**config.mk**
```make
export PLATFORM = sky130hd
export DESIGN_NAME = bus_arbiter
export DESIGN_NICKNAME = d
export VERILOG_FILES = /design/src/rtl/bus_arbiter.sv
export SDC_FILE = /design/constraint.sdc
export NUM_CORES = 1
export LEC_CHECK = 0
export ABC_AREA = 1
export CELL_PAD_IN_SITES_DETAIL_PLACEMENT = 1
export CELL_PAD_IN_SITES_GLOBAL_PLACEMENT = 1
export CORE_MARGIN = 5
export CORE_UTILIZATION = 25
export DETAILED_ROUTE_END_ITERATION = 8
export GPL_TIMING_DRIVEN = 0
export PLACE_DENSITY_LB_ADDON = 0.2
export SETUP_SLACK_MARGIN = 0.4
export SKIP_CTS_REPAIR_TIMING = 1
export SLEW_MARGIN = 10
export SYNTH_ARGS = -nofsm -noshare
export SYNTH_HDL_FRONTEND = slang
export SYNTH_SLANG_ARGS = --single-unit
```
**constraint.sdc**
```tcl
create_clock -name clk -period 1.3 [get_ports clk]
set_clock_uncertainty 0.05 [all_clocks]
set_input_delay 0.325 -clock clk [delete_from_list [all_inputs] [get_ports clk]]
set_output_delay 0.325 -clock clk [all_outputs]
set_load 0.02 [all_outputs]
```
**src/rtl/bus_arbiter.sv**
```systemverilog
// Shares one memory bus between instruction fetch and load/store.
// Data port has priority, bounded by a streak limit; fetches can be aborted.
module bus_arbiter #(
  parameter int MAX_DATA_STREAK = 4
) (
  input  logic        clk,
  input  logic        reset,
  input  logic        fetch_req,
  input  logic [31:0] fetch_address,
  input  logic        fetch_abort,
  output logic [31:0] fetch_data,
  output logic        fetch_ready,
  input  logic        mem_req,
  input  logic        mem_write,
  input  logic [31:0] mem_address,
  input  logic [31:0] mem_wdata,
  input  logic [3:0]  mem_strobe,
  output logic [31:0] mem_rdata,
  output logic        mem_ready,
  output logic        bus_valid,
  output logic        bus_write,
  output logic [31:0] bus_address,
  output logic [31:0] bus_wdata,
  output logic [3:0]  bus_strobe,
  input  logic        bus_ready,
  input  logic [31:0] bus_rdata
);

  typedef enum logic [1:0] {
    IDLE  = 2'd0,
    FETCH = 2'd1,
    DATA  = 2'd2,
    RESP  = 2'd3
  } state_t;

  localparam logic [3:0] STREAK_MAX = 4'(MAX_DATA_STREAK);

  state_t      r_state;
  state_t      w_state_nxt;

  logic [3:0]  r_streak;
  logic [3:0]  w_streak_nxt;
  logic [3:0]  w_streak_inc;
  logic        r_kill;
  logic        w_kill_nxt;

  logic        w_grant_d;
  logic        w_grant_f;

  logic        r_bus_valid;
  logic        r_bus_write;
  logic [31:0] r_bus_address;
  logic [31:0] r_bus_wdata;
  logic [3:0]  r_bus_strobe;
  logic        r_fetch_ready;
  logic        r_mem_ready;
  logic [31:0] r_fetch_data;
  logic [31:0] r_mem_rdata;

  logic        w_bus_valid_nxt;
  logic        w_bus_write_nxt;
  logic [31:0] w_bus_address_nxt;
  logic [31:0] w_bus_wdata_nxt;
  logic [3:0]  w_bus_strobe_nxt;
  logic        w_fetch_ready_nxt;
  logic        w_mem_ready_nxt;
  logic [31:0] w_fetch_data_nxt;
  logic [31:0] w_mem_rdata_nxt;

  // Data wins unless a fetch is waiting and the data streak is used up.
  assign w_grant_d = mem_req &&
                     (!fetch_req || (r_streak < STREAK_MAX));
  assign w_grant_f = !w_grant_d && fetch_req && !fetch_abort;

  assign w_streak_inc = (r_streak == 4'hF) ?
                        r_streak : r_streak + 4'd1;

  always_ff @(posedge clk) begin
    if (reset) begin
      r_state <= IDLE;
    end else begin
      r_state <= w_state_nxt;
    end
  end

  always_comb begin
    w_state_nxt = r_state;
    unique case (r_state)
      IDLE: begin
        unique case (1'b1)
          w_grant_d: w_state_nxt = DATA;
          w_grant_f: w_state_nxt = FETCH;
          default:   w_state_nxt = IDLE;
        endcase
      end
      FETCH: if (bus_ready) w_state_nxt = RESP;
      DATA:  if (bus_ready) w_state_nxt = RESP;
      RESP:  w_state_nxt = IDLE;
      default: w_state_nxt = IDLE;
    endcase
  end

  always_comb begin
    w_streak_nxt      = r_streak;
    w_kill_nxt        = r_kill;
    w_bus_valid_nxt   = r_bus_valid;
    w_bus_write_nxt   = r_bus_write;
    w_bus_address_nxt = r_bus_address;
    w_bus_wdata_nxt   = r_bus_wdata;
    w_bus_strobe_nxt  = r_bus_strobe;
    w_fetch_ready_nxt = 1'b0;
    w_mem_ready_nxt   = 1'b0;
    w_fetch_data_nxt  = r_fetch_data;
    w_mem_rdata_nxt   = r_mem_rdata;
    unique case (r_state)
      IDLE: begin
        w_kill_nxt = 1'b0;
        unique case (1'b1)
          w_grant_d: begin
            w_streak_nxt      = fetch_req ? w_streak_inc : 4'd0;
            w_bus_valid_nxt   = 1'b1;
            w_bus_write_nxt   = mem_write;
            w_bus_address_nxt = mem_address;
            w_bus_wdata_nxt   = mem_wdata;
            w_bus_strobe_nxt  = mem_write ? mem_strobe : 4'b0000;
          end
          w_grant_f: begin
            w_streak_nxt      = 4'd0;
            w_bus_valid_nxt   = 1'b1;
            w_bus_write_nxt   = 1'b0;
            w_bus_address_nxt = fetch_address;
            w_bus_wdata_nxt   = 32'd0;
            w_bus_strobe_nxt  = 4'b0000;
          end
          default: ;
        endcase
      end
      FETCH: begin
        if (fetch_abort) w_kill_nxt = 1'b1;
        if (bus_ready) begin
          w_bus_valid_nxt   = 1'b0;
          w_fetch_data_nxt  = bus_rdata;
          w_fetch_ready_nxt = !(r_kill || fetch_abort);
        end
      end
      DATA: begin
        if (bus_ready) begin
          w_bus_valid_nxt = 1'b0;
          w_mem_rdata_nxt = bus_rdata;
          w_mem_ready_nxt = 1'b1;
        end
      end
      RESP: w_kill_nxt = 1'b0;
      default: ;
    endcase
  end

  always_ff @(posedge clk) begin
    if (reset) begin
      r_streak      <= 4'd0;
      r_kill        <= 1'b0;
      r_bus_valid   <= 1'b0;
      r_bus_write   <= 1'b0;
      r_bus_address <= 32'd0;
      r_bus_wdata   <= 32'd0;
      r_bus_strobe  <= 4'b0000;
      r_fetch_ready <= 1'b0;
      r_mem_ready   <= 1'b0;
      r_fetch_data  <= 32'd0;
      r_mem_rdata   <= 32'd0;
    end else begin
      r_streak      <= w_streak_nxt;
      r_kill        <= w_kill_nxt;
      r_bus_valid   <= w_bus_valid_nxt;
      r_bus_write   <= w_bus_write_nxt;
      r_bus_address <= w_bus_address_nxt;
      r_bus_wdata   <= w_bus_wdata_nxt;
      r_bus_strobe  <= w_bus_strobe_nxt;
      r_fetch_ready <= w_fetch_ready_nxt;
      r_mem_ready   <= w_mem_ready_nxt;
      r_fetch_data  <= w_fetch_data_nxt;
      r_mem_rdata   <= w_mem_rdata_nxt;
    end
  end

  assign bus_valid   = r_bus_valid;
  assign bus_write   = r_bus_write;
  assign bus_address = r_bus_address;
  assign bus_wdata   = r_bus_wdata;
  assign bus_strobe  = r_bus_strobe;
  assign fetch_ready = r_fetch_ready;
  assign mem_ready   = r_mem_ready;
  assign fetch_data  = r_fetch_data;
  assign mem_rdata   = r_mem_rdata;

endmodule

```
; After elaboration in Yosys (flattened, before gate mapping)
; Index checks and enable logic that the tools add are counted.
[op_classes]
reduce_logical = 24
bitwise_logic = 3
mux = 17
eq_ne = 8
magnitude_cmp = 1
add_sub_neg = 1
[ops]
columns = operator, n
row1 = one-hot mux 32 bit (2 select lines), 2
row2 = one-hot mux 4 bit (2 select lines), 2
row3 = 2-to-1 mux 4 bit, 3
row4 = AND reduction 2 bit, 4
row5 = OR reduction 2 bit, 4
row6 = one-hot mux 1 bit (2 select lines), 3
row7 = one-hot mux 2 bit (3 select lines), 1
row8 = AND reduction 3 bit, 2
row9 = nonzero test 2 bit, 3
row10 = adder 4 x 1 -> 4 bit (second input constant), 1
row11 = == test 2 bit (second input constant), 2
row12 = == test 4 bit (second input constant), 1
row13 = zero test 1 bit, 4
row14 = < comparator 4 x 3 -> 1 bit (second input constant), 1
row15 = 2-to-1 mux 1 bit, 4
row16 = inequality test 2 bit (second input constant), 2
row17 = one-hot mux 2 bit (2 select lines), 1
row18 = logical AND 1 bit, 3
row19 = inequality test 3 bit (second input constant), 1
row20 = inverter 1 bit, 3
row21 = OR reduction 3 bit, 1
row22 = == test 2 x 1 -> 1 bit (second input constant), 1
row23 = zero test 2 bit, 1
row24 = logical OR 1 bit, 2
row25 = 2 further kinds, 2
[word_totals]
inputBits = 139
regBits = 143
elab_cells = 66
output_inout_bits = 136

; Logic depth before layout (Yosys ltp)
[depth]
word_depth = 9
mapped_depth = 8
ltp_nobuf = 8

; Least setup slack after synthesis
; No wires, ideal clock.
[synth_path]
kind = reg-to-reg
startpoint = register r_state[0]
endpoint = register r_bus_address[1], in the netlist bus_address[1]
setup_slack_ns = -0.118
setup_time_ns = 0.120
t_arrival_ns = 1.248
synth_period_minus_slack_ns = 1.418
n_path_buf = 1
stages_incl_launch_ff = 8
path_cell_list = dfxtp_1 > inv_1 > ha_1 > nand4_1 > nand2_1 > buf_2 > o21ai_0 > a21oi_1
[synth_via]
elab_chain_len = 2
[synth_rtl]
columns = element, line
row1 = from (decl), 38  ; state_t r_state;
row2 = from (signal assigned), 82  ; r_state <= w_state_nxt;
row3 = zero test 2 bit, 115  ; unique case (r_state)
row4 = AND reduction 2 bit (no line), n/a
row5 = to (signal assigned), 176  ; r_bus_address <= w_bus_address_nxt;
row6 = to (decl), 52  ; logic [31:0] r_bus_address;
; No other way between the ends.
; A chain may end at the register's enable or synchronous reset.

; Worst setup path after layout
[layout_path]
startpoint = register r_state[0]
endpoint = register r_bus_address[13], in the netlist bus_address[13]
; Same word-level chain as after synthesis.

==> key figures <==
Placed design
  – Input/output buffers: 274
  – Placed Cells: 1235
  – GP Congestion: 0.742
  – Post-DP Area: 8620 µm²
  – HPWL after detailed placement: 16.2 mm

Die
  – Core ar.: 21100 µm²
  – Die width: 156 µm
  – Ports: 275
  – Die area: 24500 µm²
  – Initial core utilization: 0.254
  – Cell row count: 53
  – Die H: 156 µm

Layout
  – Final Net Count: 1146
  – Synthesis-to-finish area growth: 85.1%
  – Fin area: 9930 µm²
  – Commonest non-fill, non-tap cell in the layout: buf_6
  – FILL cells: 2510
  – Most frequent cells in the layout: buf_6 (144), clkdlybuf4s50_1 (136), nor2_1 (133), dfxtp_2 (133), a21oi_1 (102)
  – Layout cells sized above 1: 0.400
  – Post-Layout Cell Count: 1293

Detailed routing
  – DRT Wirelength: 22.6 mm
  – Iteration-0 DRC Markers: 183
  – Post-route DRC violation count: 0
  – Drt pass-1 iters: 4
  – WL/cell: 17.5 µm
  – Vias per inst: 4.63
  – Vias post-DR: 5984
  – Antenna viol nets, final: 0

Timing
  – Fmax: 673 MHz
  – Ratio of final minimum period to clock period: 1.14
  – Final Hold Fails: 0
  – Max Transition Viols Final: 0
  – RSZ-0062 raised after global routing: true
  – Fin crit period: 1.49 ns
  – Hold Slack: 0.179 ns
  – Slew HR: 0.662
  – Endpoints failing setup: 103
  – Worst Tran Pin Value: 0.507 ns
  – Final worst slack: -0.187 ns
  – Post-Route Setup TNS: -7.51 ns

Synthesis
  – Yosys reg bits: 143
  – Synth area leaders: dfxtp_1 (53%), a21oi_1 (10%), nor2_1 (9.5%), o21ai_0 (9.3%), nand2_1 (5.6%)
  – Seq/Total Area, Yosys: 0.534
  – Mean Syn Cell Area: 7.82 µm²
  – Mapped cell area: 5370 µm²
  – YS warnings: 0
  – Distinct cells, synth: 21
  – Syn_nets: 829
  – Yosys top cell area share: 0.534
  – Mapped Cells: 686
  – Largest area contributor in the netlist: dfxtp_1

Setup path
  – CP bufs+invs: 3
  – Worst Path Required: 1.55 ns
  – Startpoint Class: register
  – Crit end category: register
  – Critical path's slowest cell: dfxtp_2
  – Critical Path AT: 1.74 ns
  – CP delay by family, top: buffers and inverters
  – Crit-path max cell delay: 0.35 ns
  – Number of cells on the critical path: 8
  – Reg2Reg Depth: 8
  – CP Cell Sequence: inv_2 > ha_4 > nand4_1 > buf_6 > nand2_8 > clkbuf_16 > o21ai_1 > a21oi_1
  – Crit-path max FO: 7
  – WS Path Type: reg2reg

Min path
  – Hold WC Path Type: in2reg
  – Hold path cells: 2

Clock network
  – Clock tree sinks: 143
  – CTS buffer count: 17
  – CTS max path bufs: 2
  – Clk pin slew, worst setup/hold paths: 0.06 ns
  – Worst skew pair latency: 0.41 ns
  – CTS tree: built
  – CTS root buf: clkbuf_16
  – H-Tree Depth: 4

Global route
  – GRT overflow: 0
  – Number of global-route vias before repair: 6012
  – GRT Util Overall: 0.170
  – First-pass GRT wire length: 33.1 mm
  – Initial antenna violation count: 3
  – Largest net degree at the start of global routing: 17

Power and ir drop
  – Leakage power: 4.02 nW
  – PwrDens: 1720 nW/µm²
  – IR drop worst, VDD: 914 µV

Run status
  – Failing checks: negative setup slack
  – Status: finished, violations left

Job
  – Max_cap viols: 0
## metrics by stage
stage	power [mW]	setup WS (ns)	utilization
after global placement	11.2	-0.802	0.409
final	17.1	-0.187	0.471
after floorplan	8.59	0.0124	-
after detailed placement	11.2	-0.811	0.409
after global routing	18.0	-0.263	0.471
after CTS	16.4	-0.512	0.437
## cell families after synthesis
| family | count (synthesis) | synth area share |
|---|---|---|
| adder cells (fa/ha/maj) | 4 | 0.00933 |
| flip-flops | 143 | 0.534 |
| AO/OA/AOI/OAI | 213 | 0.199 |
| buffers and inverters | 66 | 0.0553 |
| AND/OR/NAND/NOR | 259 | 0.201 |
| XOR/XNOR | 1 | 0.00163 |
## report_power, final
group | switching [mW] | internal, mW | total, mW | leakage (nW)
logic | 3.20 | 3.02 | 6.23 | 2.51
clock network | 1.97 | 3.07 | 5.04 | 0.289
registers | 0.554 | 5.31 | 5.87 | 1.23
total | 5.73 | 11.4 | 17.1 | 4.02
## worst register-to-register path: stages, from the launching register on
cell	delay (ns)
dfxtp_2	0.35
inv_2	0.06
ha_4	0.18
nand4_1	0.08
buf_6	0.15
nand2_8	0.10
clkbuf_16	0.18
o21ai_1	0.17
a21oi_1	0.06
## final timing paths
path                                               from                           end  slack, ns
worst max-delay path            r_state[0]$_SDFFE_PP0P_  bus_address[13]$_SDFFE_PP0P_      -0.19
worst max register to register  r_state[0]$_SDFFE_PP0P_  bus_address[13]$_SDFFE_PP0P_      -0.19
worst min register to register      r_kill$_SDFFE_PP0P_        fetch_ready$_SDFF_PP0_       0.36
worst min-delay path                        fetch_abort        fetch_ready$_SDFF_PP0_       0.18
## state kept, by name, indices dropped and copies added, names as in the netlist
signal / cells
bus_strobe: 4
mem_ready: 1
bus_address: 32
fetch_data: 32
mem_rdata: 32
r_streak: 4
fetch_ready: 1
bus_write: 1
bus_wdata: 32
r_state: 2
r_kill: 1
bus_valid: 1
## synthesized netlist by cell type, drive strengths merged
master    n
a21oi   108
buf      22
clkbuf   32
dfxtp   143
ha        4
inv      12
nand2    81
nand3     6
nand4    34
nor2    136
nor3      1
nor4      1
o21ai   105
xor2      1
## per-layer routing
metal | vias up | routed length (µm) | GRT usage
met5 | - | 0 | 0
met4 | 0 | 422 | 0.0525
met3 | 23 | 1870 | 0.0614
met2 | 199 | 11100 | 0.277
met1 | 2806 | 9240 | 0.212
li1 | 2956 | - | -
## area by class of cell
| cell class | instances | area [µm²] | area share |
|---|---|---|---|
| antenna | 3 | 7.51 | 0.000756 |
| buffer | 54 | 457 | 0.0460 |
| clock buffer | 18 | 439 | 0.0442 |
| clock inverter | 13 | 163 | 0.0164 |
| inverter | 12 | 55.1 | 0.00554 |
| multi-input combinational | 477 | 2330 | 0.234 |
| sequential | 143 | 3030 | 0.305 |
| tap | 275 | 344 | 0.0346 |
| timing repair buffer | 298 | 3110 | 0.313 |
(Power assumes the default switching activity.)
